File: src/rtl/hamming_secded_readout.sv
// SECDED readout stage for an 8-bit Hamming(12,8)+overall-parity protected word.
// Two-stage valid/ready pipeline: S1 registers the word with its syndrome,
// S2 registers the corrected result. Also produces scrub write-back requests
// and keeps saturating SEC/DED event counters.
module hamming_secded_readout #(
  parameter int unsigned CNT_W    = 8,
  parameter bit          SCRUB_EN = 1'b1
) (
  input  logic             clk,
  input  logic             rst,
  input  logic             in_valid,
  output logic             in_ready,
  input  logic [7:0]       in_data,
  input  logic [4:0]       in_parity,
  output logic             out_valid,
  input  logic             out_ready,
  output logic [7:0]       out_data,
  output logic             out_sec,
  output logic             out_ded,
  output logic [3:0]       out_syndrome,
  output logic             scrub_req,
  output logic [7:0]       scrub_data,
  output logic [4:0]       scrub_parity,
  input  logic             clr_counts,
  output logic [CNT_W-1:0] sec_count,
  output logic [CNT_W-1:0] ded_count
);

  localparam logic [CNT_W-1:0] CNT_MAX = '1;

  // Check bits {p8,p4,p2,p1}; data bits sit at code positions 3,5,6,7,9,10,11,12.
  function automatic logic [3:0] calc_chk(input logic [7:0] d);
    logic [3:0] c;
    c[0] = d[0] ^ d[1] ^ d[3] ^ d[4] ^ d[6];
    c[1] = d[0] ^ d[2] ^ d[3] ^ d[5] ^ d[6];
    c[2] = d[1] ^ d[2] ^ d[3] ^ d[7];
    c[3] = d[4] ^ d[5] ^ d[6] ^ d[7];
    return c;
  endfunction

  // Data bit to invert for a given syndrome; check-bit positions leave data alone.
  function automatic logic [7:0] flip_mask(input logic [3:0] pos);
    logic [7:0] m;
    case (pos)
      4'd3:    m = 8'h01;
      4'd5:    m = 8'h02;
      4'd6:    m = 8'h04;
      4'd7:    m = 8'h08;
      4'd9:    m = 8'h10;
      4'd10:   m = 8'h20;
      4'd11:   m = 8'h40;
      4'd12:   m = 8'h80;
      default: m = 8'h00;
    endcase
    return m;
  endfunction

  logic                   s1_valid_q, s1_valid_d;
  logic [7:0]             s1_data_q, s1_data_d;
  logic [3:0]             s1_syn_q, s1_syn_d;
  logic                   s1_ov_q, s1_ov_d;
  logic                   s2_valid_q, s2_valid_d;
  logic [7:0]             s2_data_q, s2_data_d;
  logic                   s2_sec_q, s2_sec_d;
  logic                   s2_ded_q, s2_ded_d;
  logic [3:0]             s2_syn_q, s2_syn_d;
  logic [CNT_W-1:0]       sec_cnt_q, sec_cnt_d;
  logic [CNT_W-1:0]       ded_cnt_q, ded_cnt_d;
  logic                   scrub_req_q, scrub_req_d;
  logic [7:0]             scrub_data_q, scrub_data_d;
  logic [4:0]             scrub_par_q, scrub_par_d;

  logic       adv, s1_load, hs, scrub_ev;
  logic       dec_sec, dec_ded;
  logic [7:0] dec_data;
  logic [3:0] scrub_chk;

  // Pipeline handshake: S2 frees up when empty or drained, S1 when it can move on.
  always_comb begin
    adv      = !s2_valid_q || out_ready;
    in_ready = !s1_valid_q || adv;
    s1_load  = in_valid && in_ready;
    hs       = s2_valid_q && out_ready;
    scrub_ev = SCRUB_EN && hs && s2_sec_q;
  end

  // S1: capture the word and compute syndrome and overall parity check.
  always_comb begin
    s1_valid_d = s1_valid_q;
    s1_data_d  = s1_data_q;
    s1_syn_d   = s1_syn_q;
    s1_ov_d    = s1_ov_q;
    if (s1_load) begin
      s1_valid_d = 1'b1;
      s1_data_d  = in_data;
      s1_syn_d   = calc_chk(in_data) ^ in_parity[3:0];
      s1_ov_d    = (^in_data) ^ (^in_parity);
    end else if (s1_valid_q && adv) begin
      s1_valid_d = 1'b0;
    end
  end

  // Classify the S1 word and apply single-bit correction.
  always_comb begin
    dec_sec  = s1_ov_q && (s1_syn_q <= 4'd12);
    dec_ded  = (s1_syn_q != 4'd0) && !dec_sec;
    dec_data = dec_sec ? (s1_data_q ^ flip_mask(s1_syn_q)) : s1_data_q;
  end

  // S2: hold the decoded result until the consumer takes it.
  always_comb begin
    s2_valid_d = s2_valid_q;
    s2_data_d  = s2_data_q;
    s2_sec_d   = s2_sec_q;
    s2_ded_d   = s2_ded_q;
    s2_syn_d   = s2_syn_q;
    if (adv) begin
      s2_valid_d = s1_valid_q;
      if (s1_valid_q) begin
        s2_data_d = dec_data;
        s2_sec_d  = dec_sec;
        s2_ded_d  = dec_ded;
        s2_syn_d  = s1_syn_q;
      end
    end
  end

  // Saturating event counters; a clear wins over a same-cycle increment.
  always_comb begin
    sec_cnt_d = sec_cnt_q;
    ded_cnt_d = ded_cnt_q;
    if (clr_counts) begin
      sec_cnt_d = '0;
      ded_cnt_d = '0;
    end else if (hs) begin
      if (s2_sec_q && sec_cnt_q != CNT_MAX) sec_cnt_d = sec_cnt_q + CNT_W'(1);
      if (s2_ded_q && ded_cnt_q != CNT_MAX) ded_cnt_d = ded_cnt_q + CNT_W'(1);
    end
  end

  // Scrub write-back: one-cycle request after a corrected word leaves, payload held.
  always_comb begin
    scrub_req_d  = scrub_ev;
    scrub_data_d = scrub_data_q;
    scrub_par_d  = scrub_par_q;
    scrub_chk    = calc_chk(s2_data_q);
    if (scrub_ev) begin
      scrub_data_d = s2_data_q;
      scrub_par_d  = {(^s2_data_q) ^ (^scrub_chk), scrub_chk};
    end
  end

  // State registers with synchronous reset; in-flight words are dropped on reset.
  always_ff @(posedge clk) begin
    if (rst) begin
      s1_valid_q   <= 1'b0;
      s1_data_q    <= '0;
      s1_syn_q     <= '0;
      s1_ov_q      <= 1'b0;
      s2_valid_q   <= 1'b0;
      s2_data_q    <= '0;
      s2_sec_q     <= 1'b0;
      s2_ded_q     <= 1'b0;
      s2_syn_q     <= '0;
      sec_cnt_q    <= '0;
      ded_cnt_q    <= '0;
      scrub_req_q  <= 1'b0;
      scrub_data_q <= '0;
      scrub_par_q  <= '0;
    end else begin
      s1_valid_q   <= s1_valid_d;
      s1_data_q    <= s1_data_d;
      s1_syn_q     <= s1_syn_d;
      s1_ov_q      <= s1_ov_d;
      s2_valid_q   <= s2_valid_d;
      s2_data_q    <= s2_data_d;
      s2_sec_q     <= s2_sec_d;
      s2_ded_q     <= s2_ded_d;
      s2_syn_q     <= s2_syn_d;
      sec_cnt_q    <= sec_cnt_d;
      ded_cnt_q    <= ded_cnt_d;
      scrub_req_q  <= scrub_req_d;
      scrub_data_q <= scrub_data_d;
      scrub_par_q  <= scrub_par_d;
    end
  end

  assign out_valid    = s2_valid_q;
  assign out_data     = s2_data_q;
  assign out_sec      = s2_valid_q && s2_sec_q;
  assign out_ded      = s2_valid_q && s2_ded_q;
  assign out_syndrome = s2_syn_q;
  assign scrub_req    = scrub_req_q;
  assign scrub_data   = scrub_data_q;
  assign scrub_parity = scrub_par_q;
  assign sec_count    = sec_cnt_q;
  assign ded_count    = ded_cnt_q;

endmodule

File: config.mk
export PLATFORM = sky130hd
export DESIGN_NAME = hamming_secded_readout
export DESIGN_NICKNAME = d
export VERILOG_FILES = /design/src/rtl/hamming_secded_readout.sv
export SDC_FILE = /design/constraint.sdc
export NUM_CORES = 1
export LEC_CHECK = 0
export CORE_MARGIN = 2
export CORE_UTILIZATION = 54
export CTS_CLUSTER_SIZE = 20
export DETAILED_ROUTE_END_ITERATION = 16
export PLACE_DENSITY_LB_ADDON = 0.3
export REMOVE_ABC_BUFFERS = 1
export SLEW_MARGIN = 20
export SYNTH_ARGS = -nofsm -noshare
export SYNTH_HDL_FRONTEND = slang
export SYNTH_SLANG_ARGS = --single-unit
File: constraint.sdc
create_clock -name clk -period 4.9 [get_ports clk]
set_input_delay 1.225 -clock clk [delete_from_list [all_inputs] [get_ports clk]]
set_output_delay 1.225 -clock clk [all_outputs]
set_load 0.02 [all_outputs]
==> results of run 1 <==
[worst paths after layout]
kind	startpoint	end
min reg2reg	scrub_parity[0]	scrub_parity[0]
max	out_ready	in_ready
min	scrub_parity[0]	scrub_parity[0]
max reg2reg	out_valid	sec_count[7]
[stage by stage]
stage                     utilization  total power [uW]  instance area (sq um)  std cells  hold WS, ns
after floorplan                     -               712                   2890        316        0.434
after global placement          0.694               768                   3610        450        0.442
after detailed placement        0.694               773                   3610        450        0.448
after CTS                       0.723              1130                   3760        464        0.457
after global routing            0.723              1170                   3760        464        0.474
final                           0.723              1120                   3760        464        0.454
[worst max-delay path: cells and delay by family]
kind,cells,cell delay [ns]
buffers and inverters,2,1.18
AND/OR/NAND/NOR,1,0.18
[final cells by class]
| cell class | instances | area share |
|---|---|---|
| multi-input cells | 244 | 0.406 |
| flip-flops and latches | 67 | 0.357 |
| repair buffers | 64 | 0.170 |
| clock buffers | 10 | 0.0339 |
| well taps | 70 | 0.0233 |
| clock inverters | 4 | 0.00532 |
| inverters | 5 | 0.00499 |
[layer usage]
layer  wire length [microns]  GRT usage
met1                    2640      0.238
met2                    2960      0.348
met3                     241     0.0448
met4                      88     0.0982
met5                       0          0
[cell usage after synthesis (all sizes together)]
master  count
or3         5
nand3b      2
nor4bb      1
a221oi      1
mux2i       2
nand4       1
nor4b       1
o31ai       1
xor2       23
or2         1
nor2       30
and3b       2
xnor2      19
xnor3       5
inv         5
o21ai       4
a211oi     13
clkbuf     11
o211ai      1
and4bb      3
nand3       7
and4b       1
nor3        5
nand2      69
nand2b      1
buf         5
dfxtp      67
a21oi      35
and3        2
and2        4
o21a        1
nor4        1
ha          2
o21bai      1
[kinds of logic (layout without fill, tap and decap cells)]
| family | after synthesis | after routing |
|---|---|---|
| fa+ha+maj | 2 | 2 |
| xor+xnor | 47 | 47 |
| flops | 67 | 67 |
| buf+inv | 21 | 83 |
| compound gates | 57 | 57 |
| simple gates | 136 | 136 |
| mux | 2 | 2 |
[power groups by stage]
stage	Sequential (uW)	Combinational (uW)	Clock, uW
2_1_floorplan	599	113	0
3_3_place_gp	595	174	0
3_5_place_dp	595	178	0
4_1_cts	583	179	368
5_1_grt	586	195	390
6_report	583	177	363
==> flow_summary.ini, run 1 <==
[run_status]
status = finished, final reports clean

[cells_and_area]
final_common_cell = nand2_1
nets = 411
final_cell_mix = 69 x nand2_1, 67 x dfxtp_1, 63 x clkdlybuf4s50_1
fill_cells = 417
diodes = 0
register_area_sq_um = 1340
multiInputGateArea_sq_um = 1530
drive_gt1_frac = 0.0635
syn_to_final_growth_pct = 27.0

[clock_tree]
clock_sinks = 67
cts.path.max_buffers = 2
ctsResizeCount = 0
cts_buffers = 9
h-tree-depth = 3
ctsHoldBuffers = 0
cts_tree = done
root_buffer = clkbuf_8
clock_latency_ns = 0.33
clk_pin_slew_ns = 0.06
cts_setup_buffers = 0

[timing]
slew_headroom = 0.510
timing.setup.tns_ns = 0
rsz0062_at_grt = false
fmax_mhz = 263
tightest_slew_ns = 0.733
finalHoldViolations = 0
timing.final.crit_period_ns = 3.80
setup_ws_ns = 1.10
period_share = 0.776
setup_violations = 0
fin_skew_ns = 0.00875
drv_slew = 0

[logic_synthesis]
netlist_instances = 332
syn-cell-area_sq_um = 2960
ys_types = 42
synth_xor_area_frac = 0.167
avgSynthCellArea_sq_um = 8.92
yosysTopAreaCellShare = 0.453
yosysWarnings = 0
synth-simple-area-share = 0.213
synth_compound_area_frac = 0.121
yosys-top-cells-area = dfxtp_1 45%, nand2_1 8.7%, xor2_1 6.2%
ys_ff_latch = 67
synth_mux_area_frac = 0.00676
ys_seq_area_frac = 0.453
synth_area_leader_cell = dfxtp_1
synthAdderAreaFrac = 0.00845
synth_top_family_by_area = simple AND/OR/NAND/NOR gates

[hold_path]
worstHoldPathType = reg2reg
hold_depth = 2

[detailed_routing]
ant_nets = 0
wirelength_mm = 5.93
first_iter_violations = 74
wire_per_inst_microns = 12.8
drc = 0
first_pass_iters = 4
viasPerCell = 5.17
vias = 2398

[worst_setup_path]
crit_top_cell = clkdlybuf4s50_1
path_cells = clkdlybuf4s50_1 > nand3b_2 > clkdlybuf4s50_1
crit_type = in2out
endpoint_kind = output pin
rrSetupSlack_ns = 2.93
start_kind = primary input
arrival_ns = 2.58
cpMaxStageDelayCell = clkdlybuf4s50_1
reg2regPathDepth = 5
cp.required_ns = 3.67
cp_slowest_stage_delay_ns = 0.63
crit_path_max_fanout = 5

[placement]
place_ws_ns = 1.09
portBuffers = 63
post-dp-hpwl_mm = 4.33
place_congestion = 0.855

[die]
dieHeight_microns = 78.1
die_w_microns = 78.1
dieArea_sq_um = 6090
floorplan.initialDensity = 0.569
core_sq_um = 5200
io_pins = 64
std_cell_rows = 26

[power]
sw_frac_of_total = 0.264
p_switching_uw = 296
pwr-share-comb = 0.158
power_density_nw_per_um2 = 299
p_int_uw = 827
vdd_drop_max_mv = 0.167
clockPowerShare = 0.323
p_leak_uw = 0.00135
seqPwrFrac = 0.519

[grt]
overflow = 0
grt_max_degree = 31
antenna_found_initial = 0
grt_usage = 0.202
grt_pass1_wl_mm = 9.71
grt_pass1_vias = 2181

[job]
drv_cap = 0
(Power assumes the default switching activity.)
==> run 2: changes to the inputs <==
CORE_UTILIZATION = 50   (was 54)
clock period = 3.9 ns   (was 4.9 ns; I/O delays follow)
==> flow_summary.ini, run 2 (same netlist as run 1, synthesis figures left out) <==
[die]
dieArea_sq_um = 6560
io_pins = 64
dieHeight_microns = 81.0
die_w_microns = 81.0
floorplan.initialDensity = 0.509
std_cell_rows = 28
core_sq_um = 5820

[clock_tree]
clock_sinks = 67
ctsResizeCount = 0
h-tree-depth = 3
cts_buffers = 9
cts_setup_buffers = 0
root_buffer = clkbuf_8
clock_latency_ns = 0.32
clk_pin_slew_ns = 0.07
cts.path.max_buffers = 2
cts_tree = done
ctsHoldBuffers = 0

[cells_and_area]
final_common_cell = nand2_1
register_area_sq_um = 1340
finalInstanceArea_sq_um = 3820
drive_gt1_frac = 0.0630
syn_to_final_growth_pct = 28.8
multiInputGateArea_sq_um = 1530
layout.cells.non_filler = 472
nets = 412
diodes = 0
fill_cells = 499
final_cell_mix = 69 x nand2_1, 67 x dfxtp_1, 63 x clkdlybuf4s50_1

[grt]
grt_pass1_vias = 2200
grt_pass1_wl_mm = 10.1
antenna_found_initial = 0
grt_usage = 0.198
overflow = 0
grt_max_degree = 46

[timing]
fin_skew_ns = 0.00554
finalHoldViolations = 0
fmax_mhz = 305
drv_slew = 0
slew_headroom = 0.492
tightest_slew_ns = 0.759
setup_violations = 0
setup_ws_ns = 0.620
period_share = 0.841
timing.setup.tns_ns = 0
hold-worst-slack_ns = 0.455
rsz0062_at_grt = false
timing.final.crit_period_ns = 3.28

[detailed_routing]
viasPerCell = 5.04
drc = 0
wire_per_inst_microns = 12.6
first_iter_violations = 67
first_pass_iters = 4
ant_nets = 0
wirelength_mm = 5.97
vias = 2378

[placement]
post-dp-hpwl_mm = 4.26
postPlaceCellArea_sq_um = 3630
place_congestion = 0.813
place_ws_ns = 0.618
placedCellCount = 456
portBuffers = 63

[power]
p_leak_uw = 0.00137
vdd_drop_max_mv = 0.329
power_density_nw_per_um2 = 395

[hold_path]
worstHoldPathType = reg2reg

[run_status]
status = finished, final reports clean

[worst_setup_path]
crit_type = in2out
endpoint_kind = output pin
crit_path_max_fanout = 5
start_kind = primary input
rrSetupSlack_ns = 1.99
arrival_ns = 2.31
cp.required_ns = 2.92

[job]
drv_cap = 0
[run 2: report_power, final]
part | internal, uW | switching, uW
Sequential | 709 | 23.5
Clock | 313 | 238
Combinational | 111 | 113
[run 2: final timing paths]
check                     start             to  cells past startpoint
setup / recovery      out_ready       in_ready                      3
hold / removal    scrub_data[3]  scrub_data[3]                      2
hold reg to reg   scrub_data[3]  scrub_data[3]                      2
setup reg to reg      out_valid      flip-flop                      5
[run 2: cell type report]
cell class / count / area share
multi-input cells: 244 / 0.401
repair buffers: 65 / 0.169
clock buffers: 14 / 0.0400
well taps: 75 / 0.0246
inverters: 5 / 0.00492
clock inverters: 2 / 0.00918
flip-flops and latches: 67 / 0.351
[run 2: stage by stage]
| step | util | total power, uW |
|---|---|---|
| 3_3_place_gp | 0.624 | 966 |
| 5_1_grt | 0.656 | 1580 |
| 6_report | 0.656 | 1510 |
| 3_5_place_dp | 0.624 | 972 |
| 4_1_cts | 0.656 | 1520 |
| 2_1_floorplan | - | 894 |
[run 2: per-layer routing]
layer  global-route usage  wire length, microns  vias up
li1                     -                     -     1224
met1                0.248                  2700     1097
met2                0.332                  2960       53
met3               0.0489                   272        4
met4               0.0678                    44        0
met5                    0                     0        -
[run 2: worst max-delay path, cell delays in order]
cell and delay, ns:
clkdlybuf4s50_1 0.53, nand3b_2 0.18, clkdlybuf4s50_1 0.61
